===== src/rtl/ecc_decoder.sv =====
// ecc_decoder: Hamming (16,11) SECDED decoder with byte-serial input and output.
// A codeword arrives as two bytes (low first), is checked and corrected in one
// decode cycle, and leaves as two bytes carrying the data word and a 2-bit status.
// Saturating counters record corrected and uncorrectable words for software.
module ecc_decoder (
  input  logic       clk,
  input  logic       reset_n,
  input  logic       in_valid,
  output logic       in_ready,
  input  logic [7:0] in_byte,
  output logic       out_valid,
  input  logic       out_ready,
  output logic [7:0] out_byte,
  output logic [7:0] corr_cnt,
  output logic [7:0] uncorr_cnt,
  output logic       busy
);

  typedef enum logic [2:0] {
    RX_LO  = 3'd0,
    RX_HI  = 3'd1,
    DECODE = 3'd2,
    TX_LO  = 3'd3,
    TX_HI  = 3'd4
  } state_t;

  localparam logic [1:0] STATUS_OK     = 2'b00;
  localparam logic [1:0] STATUS_CORR   = 2'b01;
  localparam logic [1:0] STATUS_UNCORR = 2'b10;

  state_t      state;
  state_t      next_state;

  logic [7:0]  lo_byte;
  logic [7:0]  hi_byte;
  logic [10:0] data_reg;
  logic [1:0]  status_reg;

  logic [15:0] codeword;
  logic [3:0]  syndrome;
  logic        parity;
  logic [15:0] corrected;
  logic [10:0] dec_data;
  logic [1:0]  dec_status;

  assign codeword = {hi_byte, lo_byte};

  // State register; reset abandons any partially received or pending word.
  always_ff @(posedge clk) begin
    if (!reset_n) begin
      state <= RX_LO;
    end else begin
      state <= next_state;
    end
  end

  // Next-state logic and the handshake strobes, which depend on state alone.
  always_comb begin
    next_state = state;
    in_ready   = 1'b0;
    out_valid  = 1'b0;
    case (state)
      RX_LO: begin
        in_ready = 1'b1;
        if (in_valid) next_state = RX_HI;
      end
      RX_HI: begin
        in_ready = 1'b1;
        if (in_valid) next_state = DECODE;
      end
      DECODE: begin
        next_state = TX_LO;
      end
      TX_LO: begin
        out_valid = 1'b1;
        if (out_ready) next_state = TX_HI;
      end
      TX_HI: begin
        out_valid = 1'b1;
        if (out_ready) next_state = RX_LO;
      end
      default: begin
        next_state = RX_LO;
      end
    endcase
  end

  // Syndrome, overall parity, single-bit correction and data extraction.
  // A set overall parity means an odd number of flips, so the syndrome names
  // the bad bit (zero points at the overall parity bit itself); an even count
  // with a nonzero syndrome is a double error and the word is passed through.
  always_comb begin
    syndrome = 4'd0;
    for (int i = 1; i < 16; i++) begin
      if (codeword[i]) syndrome = syndrome ^ 4'(i);
    end
    parity    = ^codeword;
    corrected = codeword;
    if (parity) begin
      corrected[syndrome] = ~codeword[syndrome];
    end
    dec_data = {corrected[15:9], corrected[7:5], corrected[3]};
    if (parity) begin
      dec_status = STATUS_CORR;
    end else if (syndrome != 4'd0) begin
      dec_status = STATUS_UNCORR;
    end else begin
      dec_status = STATUS_OK;
    end
  end

  // Byte capture, result registers and the registered output byte.
  always_ff @(posedge clk) begin
    if (!reset_n) begin
      lo_byte    <= 8'h00;
      hi_byte    <= 8'h00;
      data_reg   <= 11'd0;
      status_reg <= 2'b00;
      out_byte   <= 8'h00;
    end else begin
      case (state)
        RX_LO: begin
          if (in_valid) lo_byte <= in_byte;
        end
        RX_HI: begin
          if (in_valid) hi_byte <= in_byte;
        end
        DECODE: begin
          data_reg   <= dec_data;
          status_reg <= dec_status;
          out_byte   <= dec_data[7:0];
        end
        TX_LO: begin
          if (out_ready) out_byte <= {status_reg, 3'b000, data_reg[10:8]};
        end
        TX_HI: begin
          if (out_ready) out_byte <= 8'h00;
        end
        default: begin
          out_byte <= 8'h00;
        end
      endcase
    end
  end

  // Saturating error counters, bumped once per decoded word.
  always_ff @(posedge clk) begin
    if (!reset_n) begin
      corr_cnt   <= 8'd0;
      uncorr_cnt <= 8'd0;
    end else if (state == DECODE) begin
      if (dec_status == STATUS_CORR && corr_cnt != 8'hFF) begin
        corr_cnt <= corr_cnt + 8'd1;
      end
      if (dec_status == STATUS_UNCORR && uncorr_cnt != 8'hFF) begin
        uncorr_cnt <= uncorr_cnt + 8'd1;
      end
    end
  end

  // Busy flag registered from the upcoming state so it tracks state exactly.
  always_ff @(posedge clk) begin
    if (!reset_n) begin
      busy <= 1'b0;
    end else begin
      busy <= (next_state != RX_LO);
    end
  end

endmodule


===== config.mk =====
export PLATFORM = sky130hd
export DESIGN_NAME = ecc_decoder
export DESIGN_NICKNAME = d
export VERILOG_FILES = /design/src/rtl/ecc_decoder.sv
export SDC_FILE = /design/constraint.sdc
export NUM_CORES = 1
export LEC_CHECK = 0
export ABC_AREA = 1
export CORE_ASPECT_RATIO = 0.5
export CORE_MARGIN = 3
export CORE_UTILIZATION = 30
export CTS_CLUSTER_SIZE = 28
export DETAILED_ROUTE_END_ITERATION = 8
export SYNTH_ARGS = -nofsm -noshare
export SYNTH_HDL_FRONTEND = slang
export SYNTH_SLANG_ARGS = --single-unit
export TNS_END_PERCENT = 5

===== constraint.sdc =====
create_clock -name clk -period 1.9 [get_ports clk]
set_clock_uncertainty 0.05 [all_clocks]
set_input_delay 0.475 -clock clk [delete_from_list [all_inputs] [get_ports clk]]
set_output_delay 0.475 -clock clk [all_outputs]
set_load 0.005 [all_outputs]

==> results.md <==
- Hold Fails Final Rpt: 0
- Worst setup slack after layout: -223 ps
- Slew Viols, Final: 0
- Critical path class: flop to flop
- Sink Count: slightly below 50
- Nets: roughly 570
- Sequential cell area: between 1000 and 1500 sq um
- Reg2reg start: lo_byte[3]
- # setup viols final: 27
- CTS max path bufs: 2
- Gate Count Post-Synth: ~440
- Clock Tree Root: clkbuf_16
- TritonCTS clock tree: done
- Global-route wire length before repair: approximately 13,000 um
- Total power: 0.00437 W
- I/O pin count: 39
- Port bufs: 38
- P per Cell Area: slightly below 1000 nW/um^2
- Core area: 9010 sq um
- Layout area overhead: 55.0%
- Vias in the first global route: roughly 2,800
- H-tree depth: 2
- Internal Pwr Total: roughly 0.0026 W
- Inserted Diodes: 0
- Detailed router's first-iteration violation count: between 150 and 200
- FF-to-FF End: out_byte[0]
- Reg2reg setup slack: -220 ps
- Worst VDD drop: 440 uV
- Syn Nets: around 460
- CP Data Required Time: between 2000 and 2500 ps
- Max-cap violations: 0
- Largest net degree at the start of global routing: 22
- Die width: approximately 140 um
- Clock power frac: approximately a quarter
- Row count: 24
- Fillcell total: about 880
- Status: finished with violations
- Tot GR Track Use: between 10% and 20%
- End of the critical path: out_byte[0]
- Least-Margin Pin Slew: between 300 and 400 ps
- RSZ-0062 raised after global routing: yes
- DRT Pass-1 Iters: 4
- Num CTS Buffers: 5
- Die area: ~11,000 sq um
- Failing checks: negative setup slack
- Drt total wl: ~8700 um
- Hold crit path type: flop to flop
- Worst-Skew Late Latency: roughly 300 ps
- Seq/Total Area, Yosys: 34.1%
- Unique cell type count in the Yosys netlist: 36
- Critical Path Source: lo_byte[3]
- Worst slew margin: 75.4%
- Net switching power: ~0.0017 W
- Flops & latches, synth: ~50
- Seq pwr share: a little over a quarter
- Crit start category: flop
- LEAKAGE: 2.01 nW
- Post-Syn Area: 2880 sq um
- Max Clock Freq: 471 MHz
- Sw Share: between 30% and 40%
- Reg2reg path depth: 18
- Final Wtd Congestion: about 0.94
- Antenna-violating nets left: 0
- Share of power burned in combinational logic: 49.0%
- Global route overflow: 0
- DR WL/cell: about 13 um
- Share of cells above drive strength 1: between 30 and 40%
- Synth Area per Inst: between 6 and 7 sq um
- Clock-pin slew on the worst setup and hold paths: about 70 ps
- Post-DP HPWL: 6190 um
- Crit path DAT: approximately 2300 ps
- Vias: ~3,100
- Critical Path Sink Type: flop
- Initial core utilization: a little under a third
- Fin crit period: 2120 ps
- Setup WS pre-CTS: -381 ps
- Via-to-Cell Ratio: about 4.7
- Initial antenna violation count: 0
- Yosys warnings: 0
- CP Max Fanout: 8
- Final Cycle Share: 112%
- Die height: around 75 um
- Area taken by multi-input logic gates: 1970 sq um
- DRC Markers: 0
[synthesized netlist by cell type (all sizes together)]
| cell type | count | share of area, % |
|---|---|---|
| a21oi | 53 | 9.2 |
| buf | 2 | 0.65 |
| clkbuf | 7 | 0.91 |
| clkinv | 1 | 0.13 |
| dfxtp | 49 | 34 |
| ha | 2 | 0.87 |
| inv | 55 | 7.3 |
| nand2 | 128 | 18 |
| nand3 | 32 | 6.3 |
| nand4 | 4 | 0.87 |
| nor2 | 44 | 6.6 |
| nor3 | 6 | 1.6 |
| nor3b | 3 | 0.78 |
| nor4 | 4 | 0.87 |
| o211a | 1 | 0.35 |
| o21a | 1 | 0.26 |
| o21ai | 31 | 5.4 |
| or2 | 1 | 0.22 |
| or3 | 1 | 0.22 |
| xnor2 | 10 | 3.6 |
| xor2 | 6 | 2.1 |
[how the worst min path moves through the flow]
| stage | start | endpoint | slack, ps | cells past startpoint |
|---|---|---|---|---|
| floorplan | data_reg[10] | data_reg[10] | 400 | 2 |
| CTS | out_byte[5] | out_byte[5] | 420 | 2 |
| finish | out_byte[5] | out_byte[5] | 420 | 2 |
| global route | out_byte[5] | out_byte[5] | 430 | 2 |
| global placement | data_reg[10] | data_reg[10] | 400 | 2 |
| detailed placement | out_byte[5] | out_byte[5] | 410 | 2 |
[cell usage in the layout (no fill, tap or decap), types with 2 or more instances in the layout]
master / n
nand2_1: 100
clkdlybuf4s50_1: 37
nor3b_1: 2
nor2_4: 2
nor2_2: 6
nand3_1: 24
nand3_4: 4
dfxtp_2: 7
inv_2: 7
nor4_2: 2
ha_1: 2
a21oi_2: 9
xnor2_1: 2
o21ai_0: 25
o21ai_2: 3
nor3_1: 4
nand4_1: 4
a21oi_1: 44
nand2_8: 2
xor2_1: 3
xnor2_2: 8
buf_4: 70
nor2_1: 35
inv_4: 5
inv_1: 43
xor2_2: 2
o21ai_1: 3
dfxtp_4: 8
clkbuf_16: 5
nand2_4: 7
nand3_2: 4
buf_6: 2
dfxtp_1: 34
nand2_2: 20
[final cells by class]
type / count / area share [%]
clock inverters: 3 / 1.09
multi-input cells: 328 / 44.0
inverters: 56 / 4.99
well taps: 117 / 3.28
clock buffers: 5 / 2.80
repair buffers: 111 / 21.0
flip-flops and latches: 49 / 22.8
[per-layer routing]
layer,track usage (%),part of all wire [%],up-vias
met5,0,0,-
met4,4.34,1.5,0
met2,24.6,45,58
met1,22.4,50,1432
li1,-,-,1647
met3,2.47,3.5,11
[worst max-delay path, stage by stage, from the launching register on]
cell and delay, ps:
dfxtp_4 400, nand2_1 80, inv_1 80, nor2_2 40, nand2_2 90, nand2_2 80
nand2_4 110, nand2_4 80, nand2_8 90, nand2_8 70, buf_4 140, nor2_2 120
nand2_1 90, nand3_2 110, nand2_4 80, nand2_4 110, nand2_1 60, nand2_1 80
a21oi_2 50
[per-stage QoR]
| step | setup TNS, ps | instance area, sq um | cells | utilization [%] | hold slack, ps |
|---|---|---|---|---|---|
| after floorplan | -1.35 | 2880 | 441 | - | 396 |
| after global placement | -7380 | 3850 | 651 | 42.7 | 404 |
| after detailed placement | -7360 | 3850 | 651 | 42.7 | 407 |
| after CTS | -2570 | 4160 | 659 | 46.2 | 417 |
| after global routing | -7450 | 4470 | 669 | 49.6 | 433 |
| final | -3610 | 4470 | 669 | 49.6 | 416 |
[cell families (layout without fill, tap and decap cells)]
group                    after synthesis  in the layout  synth area share (%)
flip-flops                            49             49                  34.1
AO/OA/AOI/OAI                         86             86                  15.2
buffers and inverters                 65            175                  8.95
adder cells (fa/ha/maj)                2              2                 0.869
AND/OR/NAND/NOR                      223            224                  35.3
XOR/XNOR                              16             16                  5.65
[timing repair]
action	in CTS	in global routing
gates resized for setup	40	67
hold buffers	0	0
buffers inserted	1	8
gates cloned	0	2
hold endpoints to repair	0	0
pin swaps	7	25
setup endpoints to repair	31	31
[power by group through the flow]
stage                     clock network [W]  logic (W)  registers [W]
after floorplan                           0   0.000994        0.00117
after global placement                    0    0.00156        0.00118
after detailed placement                  0    0.00155        0.00118
after CTS                           0.00108    0.00171        0.00116
after global routing                0.00113    0.00232        0.00118
final                               0.00105    0.00214        0.00118
Power figures use the tool's default switching activity.
